## src/rtl/alu_pkg.sv

```systemverilog
// Shared definitions for the bit-serial ALU operand sequencer.
// Holds function codes, the sequencer state enum and the default width.
package alu_pkg;

  localparam int ALU_WIDTH = 32;

  localparam logic [3:0] FUNC_ADD  = 4'b0000;
  localparam logic [3:0] FUNC_SUB  = 4'b1000;
  localparam logic [3:0] FUNC_XOR  = 4'b0100;
  localparam logic [3:0] FUNC_OR   = 4'b0110;
  localparam logic [3:0] FUNC_AND  = 4'b0111;
  localparam logic [3:0] FUNC_SLT  = 4'b1010;
  localparam logic [3:0] FUNC_SLTU = 4'b1011;
  localparam logic [3:0] FUNC_IDLE = 4'b0100;

  typedef enum logic [1:0] {
    IDLE,
    SHIFT,
    FINISH,
    DONE
  } state_t;

  // Codes that need the ALU carry/inversion seed on bit 0.
  function automatic logic has_seed(input logic [3:0] f);
    return f[3] | (f[2:0] == 3'b110);
  endfunction

  // Compare codes return only the final flag.
  function automatic logic is_cmp(input logic [3:0] f);
    return f[2:1] == 2'b01;
  endfunction

endpackage

```

## src/rtl/serial_shift_reg.sv

```systemverilog
// Load/shift register: parallel load, right shift with MSB-in, LSB-out.
// Ports: clk, rst, load, shift, load_data, msb_in -> lsb_out, data.
module serial_shift_reg #(
  parameter int WIDTH = 32
) (
  input  logic             clk,
  input  logic             rst,
  input  logic             load,
  input  logic             shift,
  input  logic [WIDTH-1:0] load_data,
  input  logic             msb_in,
  output logic             lsb_out,
  output logic [WIDTH-1:0] data
);

  always_ff @(posedge clk or posedge rst) begin
    if (rst) begin
      data <= '0;
    end else if (load) begin
      data <= load_data;
    end else if (shift) begin
      data <= {msb_in, data[WIDTH-1:1]};
    end
  end

  assign lsb_out = data[0];

endmodule

```

## src/rtl/alu_serdes.sv

```systemverilog
// Bit-serial operand sequencer: parallel op in, LSB-first bits to ALU,
// serial result (or slt flag) collected into a word on a valid/ready port.
// Ports: clk, rst; in_valid/in_ready/in_func/in_opA/in_opB;
//   bitPos/func/opA/opB/carry_in to ALU; result/slt from ALU;
//   out_valid/out_ready/out_data.
// Option: define ALU_SERDES_OUTBUF_EN for a decoupled output buffer.
module alu_serdes
  import alu_pkg::*;
#(
  parameter int WIDTH = ALU_WIDTH
) (
  input  logic             clk,
  input  logic             rst,
  input  logic             in_valid,
  output logic             in_ready,
  input  logic [3:0]       in_func,
  input  logic [WIDTH-1:0] in_opA,
  input  logic [WIDTH-1:0] in_opB,
  output logic [5:0]       bitPos,
  output logic [3:0]       func,
  output logic             opA,
  output logic             opB,
  output logic             carry_in,
  input  logic             result,
  input  logic             slt,
  output logic             out_valid,
  input  logic             out_ready,
  output logic [WIDTH-1:0] out_data
);

  state_t           state;
  state_t           state_nx;
  logic [5:0]       cnt;
  logic [3:0]       func_q;
  logic             accept;
  logic             shifting;
  logic             finishing;
  logic             fin_go;
  logic             a_bit;
  logic             b_bit;
  logic [WIDTH-1:0] r_word;
  logic [WIDTH-1:0] fin_word;
  logic [WIDTH-1:0] unused_a;
  logic [WIDTH-1:0] unused_b;
  logic             unused_r;

  assign in_ready  = (state == IDLE) & ~rst;
  assign accept    = in_valid & in_ready;
  assign shifting  = (state == SHIFT);
  assign finishing = (state == FINISH);
  assign fin_word  = is_cmp(func_q) ? {{(WIDTH-1){1'b0}}, slt} : r_word;

`ifdef ALU_SERDES_OUTBUF_EN
  logic             buf_valid;
  logic [WIDTH-1:0] buf_data;

  // A buffer drained this cycle can take the new word.
  assign fin_go = finishing & ~(buf_valid & ~out_ready);

  always_ff @(posedge clk or posedge rst) begin
    if (rst) begin
      buf_valid <= 1'b0;
      buf_data  <= '0;
    end else if (fin_go) begin
      buf_valid <= 1'b1;
      buf_data  <= fin_word;
    end else if (out_ready) begin
      buf_valid <= 1'b0;
    end
  end

  assign out_valid = buf_valid;
  assign out_data  = buf_data;
`else
  assign fin_go    = finishing;
  assign out_valid = (state == DONE);
  assign out_data  = r_word;
`endif

  serial_shift_reg #(.WIDTH(WIDTH)) u_a (
    .clk      (clk),
    .rst      (rst),
    .load     (accept),
    .shift    (shifting),
    .load_data(in_opA),
    .msb_in   (1'b0),
    .lsb_out  (a_bit),
    .data     (unused_a)
  );

  serial_shift_reg #(.WIDTH(WIDTH)) u_b (
    .clk      (clk),
    .rst      (rst),
    .load     (accept),
    .shift    (shifting),
    .load_data(in_opB),
    .msb_in   (1'b0),
    .lsb_out  (b_bit),
    .data     (unused_b)
  );

  // FINISH reloads the word: the slt flag for compares, itself otherwise.
  serial_shift_reg #(.WIDTH(WIDTH)) u_r (
    .clk      (clk),
    .rst      (rst),
    .load     (finishing),
    .shift    (shifting),
    .load_data(fin_word),
    .msb_in   (result),
    .lsb_out  (unused_r),
    .data     (r_word)
  );

  always_ff @(posedge clk or posedge rst) begin
    if (rst) begin
      state <= IDLE;
    end else begin
      state <= state_nx;
    end
  end

  always_ff @(posedge clk or posedge rst) begin
    if (rst) begin
      cnt    <= '0;
      func_q <= FUNC_IDLE;
    end else if (accept) begin
      cnt    <= '0;
      func_q <= in_func;
    end else if (shifting) begin
      cnt    <= cnt + 6'd1;
    end
  end

  always_comb begin
    state_nx = state;
    unique case (state)
      IDLE:    if (accept) state_nx = SHIFT;
      SHIFT:   if (cnt == 6'(WIDTH-1)) state_nx = FINISH;
`ifdef ALU_SERDES_OUTBUF_EN
      FINISH:  if (fin_go) state_nx = IDLE;
`else
      FINISH:  state_nx = DONE;
`endif
      DONE:    if (out_ready) state_nx = IDLE;
      default: state_nx = IDLE;
    endcase
  end

  // Outside SHIFT/FINISH func is XOR so the ALU carry clears.
  always_comb begin
    bitPos   = '0;
    func     = FUNC_IDLE;
    opA      = 1'b0;
    opB      = 1'b0;
    carry_in = 1'b0;
    unique case (state)
      SHIFT: begin
        bitPos   = cnt;
        func     = func_q;
        opA      = a_bit;
        opB      = b_bit;
        carry_in = (cnt == 6'd0) & has_seed(func_q);
      end
      FINISH: begin
        bitPos = 6'(WIDTH);
        func   = func_q;
      end
      default: ;
    endcase
  end

endmodule

```

## config.mk

```make
export PLATFORM = sky130hd
export DESIGN_NAME = alu_serdes
export DESIGN_NICKNAME = d
export VERILOG_FILES = /design/src/rtl/alu_pkg.sv /design/src/rtl/serial_shift_reg.sv /design/src/rtl/alu_serdes.sv
export SDC_FILE = /design/constraint.sdc
export NUM_CORES = 1
export LEC_CHECK = 0
export ABC_AREA = 1
export ABC_CLOCK_PERIOD_IN_PS = 4800
export CORE_MARGIN = 10
export CORE_UTILIZATION = 49
export DETAILED_ROUTE_END_ITERATION = 12
export GPL_ROUTABILITY_DRIVEN = 0
export PLACE_DENSITY = 0.8
export SLEW_MARGIN = 20
export SYNTH_ARGS = -nofsm -noshare
export SYNTH_HDL_FRONTEND = slang
export SYNTH_SLANG_ARGS = --single-unit
export TNS_END_PERCENT = 1
```

## constraint.sdc

```tcl
create_clock -name clk -period 4.8 [get_ports clk]
set_input_delay 0.72 -clock clk [delete_from_list [all_inputs] [get_ports clk]]
set_output_delay 0.72 -clock clk [all_outputs]
set_load 0.03 [all_outputs]
```

==> summary.md <==
| Metric | Value |
|---|---|
| Status | `completed` |
| Net Count, Synth | `645` |
| Fmax | `279 MHz` |
| Yosys cell types | `23` |
| Clock slew at reported path FFs | `0.10 ns` |
| Synth async-reset ratio | `100%` |
| CTS Hold Buffers Added | `0` |
| DIE AREA | `14300 um2` |
| Avg WL per Cell | `14.6 um` |
| Post-synth EDFFs | `0` |
| Register area share after synthesis | `55.7%` |
| Arrival @ worst endpoint | `2.87 ns` |
| Worst VDD drop | `408 uV` |
| Worst setup path category | `reg -> out` |
| Maximum clock path buffer count | `2` |
| TritonRoute pass-1 iters | `5` |
| Post-Syn Instances | `565` |
| CTS tree | `built` |
| Bufs and invs on worst path | `4` |
| Pwr Density | `561 nW/um2` |
| Critical Path Slowest Stage Cell | `clkdlybuf4s50_1` |
| GRT Util Overall | `16.7%` |
| Drt drc | `0` |
| Fin. Hold Viols | `0` |
| Largest net degree at the start of global routing | `78` |
| Max cap viols | `0` |
| PortBufs | `120` |
| Slew headroom | `32.9%` |
| Ys flop type | `dfrtp_1` |
| Setup TNS | `0 ns` |
| Worst setup EP type | `output port` |
| # rows | `36` |
| Initial antenna violation count | `0` |
| Final period util | `74.8%` |
| Initial Util | `49.9%` |
| Core ar. | `9730 um2` |
| Dpl hpwl | `8.08 mm` |
| Startpoint Class | `register` |
| Clock root buffer | `clkbuf_8` |
| Area occupied by multi-input gates | `1720 um2` |
| Total grt overflow | `0` |
| Synth warnings | `0` |
| Worst EP required | `4.08 ns` |
| Clk_skew | `0.0112 ns` |
| Minimum clock period | `3.59 ns` |
| Fin. max-slew vios | `0` |
| Final net count | `743` |
| Resize count post-CTS | `0` |
| Via/cell ratio | `5.23` |
| Number of global-route vias before repair | `4268` |
| Die Ht | `120 um` |
| Seq cells post-synth | `108` |
| CP dominant cell by count | `inv_1` |
| Share of layout cells above drive strength 1 | `4.19%` |
| Clock sinks | `108` |
| Layout Cell Area excl Fill | `6220 um2` |
| Number of CTS-inserted buffers | `9` |
| Sequential cell area | `2700 um2` |
| Slew @ Worst Pin | `1.00 ns` |
| Critical Path Max Stage Delay | `0.66 ns` |
| Worst path top cell family by delay | `buffers and inverters` |
| Worst-path maximum fanout | `40` |
| Final setup fails | `0` |
| Pleak | `2.87 nW` |
| I/O pins | `121` |
| Synthesized cell area | `4860 um2` |
| Post-Syn Area per Cell | `8.59 um2` |
| Final ANT Viol Nets | `0` |
| Starting DRT DRC Count | `347` |
| Crit path cell chain | `inv_1, ha_2, buf_4, nand2_1, inv_1, clkdlybuf4s50_1` |
| # fillers | `857` |
| Post-CTS Repair Setup Buffers | `0` |
| Via count | `4190` |
| Dpl cell area | `6010 um2` |
| Unrepaired setup endpoints after global routing | `false` |
| Routed WL | `11.7 mm` |
| First-pass GRT wire length | `20.4 mm` |
| Worst Hold Class | `reg -> reg` |
| Ant diodes | `0` |
| Htree depth | `3` |
| Layout overhead on the synthesized area | `28.1%` |
| Die X | `120 um` |
| Insertion delay to the later sink of the worst-skew pair | `0.37 ns` |
-- cells in the final DEF, fill, tap and decap left out --
cell	n
a21oi_1	5
a31oi_1	1
buf_4	2
bufinv_16	1
clkbuf_8	9
clkdlybuf4s50_1	120
clkinv_2	2
clkinvlp_4	1
dfrtp_1	107
dfstp_2	1
ha_1	5
ha_2	1
inv_1	50
inv_2	2
inv_4	2
inv_6	3
inv_8	1
nand2_1	164
nand2_2	1
nand2_4	1
nand3_1	132
nand4_1	1
nor2_1	13
nor2_4	1
nor3_1	2
o21ai_0	8
o21ai_1	2
o22ai_1	30
-- layout make-up --
cell class / instances / area share [%]
tap: 133 / 2.68
clock inverter: 7 / 1.29
multi-input combinational: 367 / 27.6
inverter: 55 / 3.42
clock buffer: 9 / 1.99
timing repair buffer: 122 / 19.6
sequential: 108 / 43.5
-- cells in the mapped netlist, types with 2 or more instances --
master    instances  area [um2]
buf_2            18        90.1
nand2_1         164         616
buf_6             6        67.6
nor3_1            2        10.0
buf_4             8        60.1
inv_2             3        11.3
inv_1            51         191
clkbuf_1          3        11.3
nor2_1           13        48.8
a21oi_1           5        25.0
o21ai_0           8        40.0
nand3_1         132         661
o21ai_1           2        10.0
ha_1              6        75.1
dfrtp_1         107        2680
o22ai_1          30         188
-- cells by family (layout without fill, tap and decap cells) --
logic type,count (synthesis),count (layout),share of synthesized area (%)
buf+inv,90,193,9.02
simple gates,315,315,28.2
flops,108,108,55.7
fa+ha+maj,6,6,1.55
compound gates,46,46,5.54
-- per-layer routing --
layer	routed length (um)	vias to the layer above	GRT usage, %
li1	-	2031	-
met1	4950	2016	21.3
met2	5990	130	28.4
met3	544	13	2.95
met4	190	0	4.83
met5	0	-	0
-- worst paths after layout --
check	startpoint	to	slack [ns]	depth (start not counted)
max	state[1]	opB	1.21	6
min	u_a.data[31]	u_a.data[31]	0.49	2
max reg2reg	state[1]	u_r.data[1]	1.55	5
min reg2reg	u_a.data[31]	u_a.data[31]	0.49	2
max in group asynchronous	rst	u_b.data[29]	2.75	3
min in group asynchronous	rst	u_a.data[24]	0.79	2
-- sequential cells by signal, indices dropped and copies added, names as in the netlist --
name and cells:
cnt 6, state 2, func_q 4, u_r.data 32, u_a.data 32, u_b.data 32
-- worst min-delay path, stage by stage (launching register included) --
cell	delay, ns
dfrtp_1	0.36
nand2_1	0.06
nand2_1	0.05
-- power breakdown --
| group | internal (mW) | switching (mW) |
|---|---|---|
| combinational | 0.543 | 0.955 |
| sequential | 1.23 | 0.184 |
| clock | 0.250 | 0.325 |
-- per-stage QoR --
step	setup slack, ns	std cells	hold slack (ns)	total power [mW]	util, %
finish	1.21	801	0.488	3.49	63.9
global route	1.04	801	0.516	3.78	63.9
CTS	1.19	801	0.490	3.52	63.9
detailed placement	1.58	785	0.466	2.94	61.8
global placement	1.64	785	0.458	2.89	61.8
floorplan	1.14	565	0.443	2.55	-
Note: power is estimated with default switching activity, not from simulation.
